<file path="config.mk">
export PLATFORM = sky130hd
export DESIGN_NAME = mod_74x165_ser_tx
export DESIGN_NICKNAME = d
export VERILOG_FILES = /design/src/rtl/mod_74x165_ser_tx_pkg.sv /design/src/rtl/mod_74x165_ser_tx_shreg.sv /design/src/rtl/mod_74x165_ser_tx.sv
export SDC_FILE = /design/constraint.sdc
export NUM_CORES = 1
export LEC_CHECK = 0
export ABC_AREA = 1
export CAP_MARGIN = 10
export CORE_AREA = 2 2 43 45
export DETAILED_ROUTE_END_ITERATION = 7
export DIE_AREA = 0 0 45 47
export PLACE_DENSITY = 0.71
export SYNTH_ARGS = -nofsm -noshare
export SYNTH_HDL_FRONTEND = slang
export SYNTH_SLANG_ARGS = --single-unit
</file>
<file path="constraint.sdc">
create_clock -name CLK -period 1.8 [get_ports CLK]
set_clock_uncertainty 0.1 [all_clocks]
set_input_delay 0.36 -clock CLK [delete_from_list [all_inputs] [get_ports CLK]]
set_output_delay 0.36 -clock CLK [all_outputs]
set_load 0.03 [all_outputs]
</file>
<file path="src/rtl/mod_74x165_ser_tx_pkg.sv">
// Shared definitions for the 74x165-style serial transmitter: FSM state
// encodings and the word-width legality helpers.
package mod_74x165_ser_tx_pkg;

    typedef enum logic [1:0] {
        ST_IDLE  = 2'd0,
        ST_SHIFT = 2'd1,
        ST_LATCH = 2'd2
    } state_t;

    localparam int unsigned SLICE_W = 8;

    function automatic bit width_ok(input int unsigned w);
        return (w >= SLICE_W) && ((w % SLICE_W) == 0);
    endfunction

    function automatic bit div_ok(input int unsigned d);
        return d >= 1;
    endfunction

endpackage

</file>
<file path="src/rtl/mod_74x165_ser_tx_shreg.sv">
// One 8-bit 74x165 slice: synchronous parallel load, shift-left with serial
// input, and only the MSB (Q7) visible, as on the real part.
module mod_74x165_ser_tx_shreg
    import mod_74x165_ser_tx_pkg::*;
(
    input  logic               clk,
    input  logic               rst,
    input  logic               load,
    input  logic               shift,
    input  logic               sin,
    input  logic [SLICE_W-1:0] d,
    output logic               msb
);

    logic [SLICE_W-1:0] q;

    always_ff @(posedge clk) begin
        if (rst) begin
            q <= '0;
        end else if (load) begin
            q <= d;
        end else if (shift) begin
            q <= {q[SLICE_W-2:0], sin};
        end
    end

    assign msb = q[SLICE_W-1];

endmodule

</file>
<file path="src/rtl/mod_74x165_ser_tx.sv">
// Serial transmitter for a 74x164/74x595 receiver chain: sends a parallel
// word MSB-first with a per-bit SHIFT_EN strobe and a closing LATCH strobe.
module mod_74x165_ser_tx
    import mod_74x165_ser_tx_pkg::*;
#(
    parameter int unsigned WIDTH   = 8,
    parameter int unsigned BIT_DIV = 1
) (
    input  logic             CLK,
    input  logic             RST,
    input  logic [WIDTH-1:0] D,
    input  logic             VALID,
    output logic             READY,
    output logic             BUSY,
    output logic             SOUT,
    output logic             SHIFT_EN,
    output logic             LATCH
);

    if (!width_ok(WIDTH)) begin : g_bad_width
        $error("WIDTH must be a multiple of 8 and at least 8");
    end
    if (!div_ok(BIT_DIV)) begin : g_bad_div
        $error("BIT_DIV must be at least 1");
    end

    localparam int unsigned NSL = WIDTH / SLICE_W;
    localparam int unsigned BCW = $clog2(WIDTH);
    localparam int unsigned DCW = (BIT_DIV > 1) ? $clog2(BIT_DIV) : 1;
    localparam logic [BCW-1:0] BIT_LAST = BCW'(WIDTH - 1);
    localparam logic [DCW-1:0] DIV_LAST = DCW'(BIT_DIV - 1);

    state_t         state, state_nxt;
    logic [BCW-1:0] bit_cnt;
    logic [DCW-1:0] div_cnt;
    logic           load, shift;
    logic [NSL:0]   chain;

    // Slice k shifts its MSB into slice k+1; slice 0 takes zeros.
    assign chain[0] = 1'b0;
    for (genvar k = 0; k < NSL; k++) begin : g_slice
        mod_74x165_ser_tx_shreg u_slice (
            .clk   (CLK),
            .rst   (RST),
            .load  (load),
            .shift (shift),
            .sin   (chain[k]),
            .d     (D[k*SLICE_W +: SLICE_W]),
            .msb   (chain[k+1])
        );
    end

    always_ff @(posedge CLK) begin
        if (RST) begin
            state <= ST_IDLE;
        end else begin
            state <= state_nxt;
        end
    end

    always_ff @(posedge CLK) begin
        if (RST) begin
            bit_cnt <= '0;
            div_cnt <= '0;
        end else if (load) begin
            bit_cnt <= BIT_LAST;
            div_cnt <= DIV_LAST;
        end else if (state == ST_SHIFT) begin
            if (div_cnt != '0) begin
                div_cnt <= div_cnt - 1'b1;
            end else if (bit_cnt != '0) begin
                bit_cnt <= bit_cnt - 1'b1;
                div_cnt <= DIV_LAST;
            end
        end
    end

    always_comb begin
        state_nxt = state;
        load      = 1'b0;
        shift     = 1'b0;
        unique case (state)
            ST_IDLE: begin
                if (VALID) begin
                    load      = 1'b1;
                    state_nxt = ST_SHIFT;
                end
            end
            ST_SHIFT: begin
                if (div_cnt == '0) begin
                    if (bit_cnt != '0) begin
                        shift = 1'b1;
                    end else begin
                        state_nxt = ST_LATCH;
                    end
                end
            end
            ST_LATCH: state_nxt = ST_IDLE;
            default:  state_nxt = ST_IDLE;
        endcase
    end

    // Moore outputs, decoded purely from registered state.
    always_comb begin
        READY    = (state == ST_IDLE);
        BUSY     = (state != ST_IDLE);
        SOUT     = (state == ST_SHIFT) && chain[NSL];
        SHIFT_EN = (state == ST_SHIFT) && (div_cnt == '0);
        LATCH    = (state == ST_LATCH);
    end

endmodule

</file>
==> run_summary.xml <==
<?xml version="1.0" encoding="UTF-8"?>
<metrics>
  <group name="run_status">
    <metric name="status" unit="">completed</metric>
  </group>
  <group name="sta">
    <metric name="clock.fmax" unit="MHz">578</metric>
    <metric name="period_minus_slack" unit="ns">1.73</metric>
    <metric name="total_of_endpoints_with_negative_setup_slack_in_the_final_report" unit="">0</metric>
    <metric name="finalMaxSlewViolations" unit="">0</metric>
    <metric name="worst_slew_pin_slew" unit="ns">0.314</metric>
    <metric name="period_share" unit="%">96.0</metric>
    <metric name="finalHoldViolations" unit="">0</metric>
    <metric name="rsz0062_at_grt" unit="">no</metric>
    <metric name="timing.slew.headroom" unit="%">79.0</metric>
    <metric name="setup_tns" unit="ns">0</metric>
  </group>
  <group name="clocking">
    <metric name="clock_tree.buffer_depth" unit="">2</metric>
    <metric name="clock-sinks" unit="">13</metric>
    <metric name="tritoncts" unit="">built</metric>
    <metric name="worst_skew_pair.late_latency" unit="ns">0.28</metric>
    <metric name="cts-resized-gates" unit="">5</metric>
    <metric name="root_buffer" unit="">sky130_fd_sc_hd__clkbuf_4</metric>
    <metric name="clk_slew_on_worst_s_h_paths" unit="ns">0.08</metric>
    <metric name="cts.htree.levels" unit="">1</metric>
    <metric name="cts.repair_timing.setup_buffer_count" unit="">0</metric>
    <metric name="cts_buffers" unit="">3</metric>
    <metric name="holdBufCountCts" unit="">0</metric>
  </group>
  <group name="placement">
    <metric name="routabilityCongestion" unit="">0.741</metric>
    <metric name="place.port_buffers" unit="">15</metric>
    <metric name="detailed_place_hpwl" unit="um">1030</metric>
    <metric name="place_inst" unit="">134</metric>
  </group>
  <group name="critical_path">
    <metric name="cpPeakStageDelay" unit="ns">0.43</metric>
    <metric name="critical_path_fanout_max" unit="">4</metric>
    <metric name="cp.buffers_inverters" unit="">2</metric>
    <metric name="startpoint_class" unit="">register</metric>
    <metric name="critical_path.cell_chain" unit="">inv_2, nor2_4, dlygate4sd2_1</metric>
    <metric name="crit_path_top_delay_cell" unit="">sky130_fd_sc_hd__dfxtp_1</metric>
    <metric name="timing_worst_setup_path_type" unit="">reg2out</metric>
    <metric name="worst-endpoint-required" unit="ns">1.34</metric>
    <metric name="arrival" unit="ns">1.27</metric>
    <metric name="setup.worst_path.end_class" unit="">output pin</metric>
    <metric name="critPathTopFamily" unit="">buffers and inverters</metric>
  </group>
  <group name="logic_synthesis">
    <metric name="yosys_most_used_dff" unit="">sky130_fd_sc_hd__dfxtp_1</metric>
    <metric name="number_of_synthesized_flops_with_an_enable_pin" unit="">0</metric>
    <metric name="postSynthNetCount" unit="">115</metric>
    <metric name="yosys_register_bits" unit="">13</metric>
    <metric name="synthesis.area" unit="um2">702</metric>
    <metric name="synth_top_area_share" unit="%">37.1</metric>
    <metric name="synth_top_area_cell" unit="">sky130_fd_sc_hd__dfxtp_1</metric>
    <metric name="synth_common_cells" unit="">sky130_fd_sc_hd__nand2_1, sky130_fd_sc_hd__nand3_1, sky130_fd_sc_hd__inv_1</metric>
    <metric name="synthDistinctLibCells" unit="">16</metric>
    <metric name="post_synthesis_sequential_area_ratio" unit="%">37.1</metric>
    <metric name="synthMostInstantiatedCell" unit="">sky130_fd_sc_hd__nand2_1</metric>
    <metric name="postSynth.asyncResetShare" unit="%">0</metric>
    <metric name="post_synth_main_area_contributors" unit="">sky130_fd_sc_hd__dfxtp_1, sky130_fd_sc_hd__nand2_1, sky130_fd_sc_hd__nand3_1, sky130_fd_sc_hd__inv_1, sky130_fd_sc_hd__a21oi_1</metric>
    <metric name="syn_area_per_cell" unit="um2">6.88</metric>
    <metric name="yosys_warnings" unit="">0</metric>
    <metric name="syn_inst" unit="">102</metric>
  </group>
  <group name="drt">
    <metric name="drcViolationCount" unit="">0</metric>
    <metric name="route.detailed.wl_per_inst" unit="um">10.1</metric>
    <metric name="wl" unit="um">1390</metric>
    <metric name="dr_wl_met2" unit="um">651</metric>
    <metric name="total_via_count_after_detailed_routing" unit="">665</metric>
    <metric name="drt-vias-per-instance" unit="">4.82</metric>
    <metric name="first_iter_violations" unit="">6</metric>
    <metric name="dr.max_layer_used" unit="">met4</metric>
    <metric name="routed-wl-met3" unit="um">82</metric>
    <metric name="drt-pass1-iter-count" unit="">4</metric>
    <metric name="detail_route.wirelength.met1" unit="um">639</metric>
    <metric name="antenna_violating_nets_post_route" unit="">0</metric>
  </group>
  <group name="pwr">
    <metric name="vdd_drop_max" unit="uV">493</metric>
    <metric name="power.clock.fraction" unit="%">23.4</metric>
    <metric name="static-leakage-power" unit="nW">0.446</metric>
    <metric name="netSwitchingPower" unit="mW">0.286</metric>
    <metric name="p_per_cell_area" unit="nW/um2">907</metric>
    <metric name="internal_power" unit="mW">0.511</metric>
    <metric name="part_of_the_total_power_dissipated_in_sequential_elements" unit="%">43.4</metric>
    <metric name="swShare" unit="%">35.8</metric>
    <metric name="combinational_share_of_power" unit="%">33.2</metric>
  </group>
  <group name="global_routing">
    <metric name="grt_max_degree" unit="">18</metric>
    <metric name="grt_antenna_before_repair" unit="">0</metric>
    <metric name="global_route.overflow_total" unit="">0</metric>
    <metric name="grtUsageTotal" unit="%">15.5</metric>
    <metric name="first_pass_grt_wire_length" unit="um">2340</metric>
    <metric name="grt_pass1_vias" unit="">546</metric>
  </group>
  <group name="floorplan">
    <metric name="chipHeight" unit="um">47</metric>
    <metric name="floorplan.core_area" unit="um2">1650</metric>
    <metric name="design.portCount" unit="">16</metric>
    <metric name="floorplan.initialDensity" unit="%">42.5</metric>
    <metric name="die_area" unit="um2">2120</metric>
    <metric name="placementRows" unit="">15</metric>
    <metric name="die_w" unit="um">45</metric>
  </group>
  <group name="layout">
    <metric name="final_net_count" unit="">135</metric>
    <metric name="antenna_cells_inserted" unit="">0</metric>
    <metric name="post_route_cells_drive_above_1_share" unit="%">13.2</metric>
    <metric name="area_delta_synth_final" unit="%">25.1</metric>
    <metric name="nFillCells" unit="">161</metric>
    <metric name="layout.cells.non_filler" unit="">138</metric>
  </group>
  <group name="run">
    <metric name="max_cap_viol_count" unit="">0</metric>
  </group>
  <group name="min_path">
    <metric name="hold_path.class" unit="">reg2reg</metric>
  </group>
</metrics>
routing by layer:
layer / up-vias / GRT usage, %
li1: 360 / -
met1: 283 / 19.2
met2: 18 / 25.1
met3: 4 / 2.69
met4: 0 / 9.41
met5: - / 0
through the flow:
stage / cell area (um2) / utilization, % / power (mW) / hold WS, ns / setup WS [ns]
finish: 878 / 53.2 / 0.797 / 0.385 / 0.0714
global route: 878 / 53.2 / 0.843 / 0.402 / 0.0113
CTS: 890 / 53.9 / 0.799 / 0.387 / 0.0260
detailed placement: 870 / 52.7 / 0.630 / 0.376 / 0.0557
global placement: 870 / 52.7 / 0.623 / 0.370 / 0.0899
floorplan: 702 / - / 0.551 / 0.357 / 0.413
cell type report:
| type | instances | area [um2] | share of cell area (%) |
|---|---|---|---|
| clock buffer | 4 | 26.3 | 2.99 |
| tap | 17 | 21.3 | 2.42 |
| sequential | 13 | 260 | 29.6 |
| multi-input combinational | 68 | 348 | 39.6 |
| timing repair buffer | 18 | 155 | 17.7 |
| inverter | 18 | 67.6 | 7.69 |
worst paths after layout:
kind	start	end	slack, ns	cells past startpoint
worst max-delay path	state[0]	SHIFT_EN	0.07	3
worst min-delay path	bit_cnt[1]	bit_cnt[1]	0.39	2
worst max register to register	bit_cnt[0]	g_slice[0].u_slice.q[1]	0.35	8
worst min register to register	bit_cnt[1]	bit_cnt[1]	0.39	2
sequential cells by signal, indices dropped and copies added (netlist names):
signal / count
g_slice.u_slice.q: 8
state: 2
bit_cnt: 3
placed cells by master (no fill, tap or decap):
| cell type | netlist | layout |
|---|---|---|
| sky130_fd_sc_hd__nand2_1 | 27 | 27 |
| sky130_fd_sc_hd__nand3_1 | 19 | 19 |
| sky130_fd_sc_hd__inv_1 | 17 | 17 |
| sky130_fd_sc_hd__dfxtp_1 | 13 | 13 |
| sky130_fd_sc_hd__clkdlybuf4s50_1 | 0 | 10 |
| sky130_fd_sc_hd__a21oi_1 | 8 | 8 |
| sky130_fd_sc_hd__nor2_1 | 4 | 4 |
| sky130_fd_sc_hd__clkbuf_4 | 0 | 3 |
| sky130_fd_sc_hd__clkbuf_2 | 0 | 3 |
| sky130_fd_sc_hd__buf_4 | 0 | 3 |
| sky130_fd_sc_hd__nor2_4 | 2 | 2 |
| sky130_fd_sc_hd__nand2_4 | 2 | 2 |
| sky130_fd_sc_hd__ha_1 | 2 | 2 |
| sky130_fd_sc_hd__dlygate4sd2_1 | 0 | 2 |
| sky130_fd_sc_hd__inv_2 | 1 | 1 |
| sky130_fd_sc_hd__nor3_1 | 1 | 1 |
| sky130_fd_sc_hd__nand3_2 | 1 | 1 |
| sky130_fd_sc_hd__nand2_2 | 1 | 1 |
| sky130_fd_sc_hd__o21ai_0 | 1 | 1 |
| sky130_fd_sc_hd__clkbuf_1 | 0 | 1 |
logic make-up after synthesis:
logic type | Yosys count | synth area share [%]
AO/OA/AOI/OAI | 9 | 6.42
adder cells (fa/ha/maj) | 2 | 3.56
buffers and inverters | 21 | 13.4
flip-flops | 13 | 37.1
AND/OR/NAND/NOR | 57 | 39.6
worst min-delay path, stage by stage (launching register included):
cell and delay (ns):
sky130_fd_sc_hd__dfxtp_1 0.31, sky130_fd_sc_hd__nand3_1 0.07, sky130_fd_sc_hd__a21oi_1 0.06
power by group through the flow:
stage	Combinational (mW)	Clock [mW]	Sequential (mW)
global placement	0.271	0	0.352
floorplan	0.202	0	0.349
finish	0.265	0.186	0.346
CTS	0.269	0.183	0.346
detailed placement	0.277	0	0.353
global route	0.298	0.193	0.351
Power figures use the tool's default switching activity.
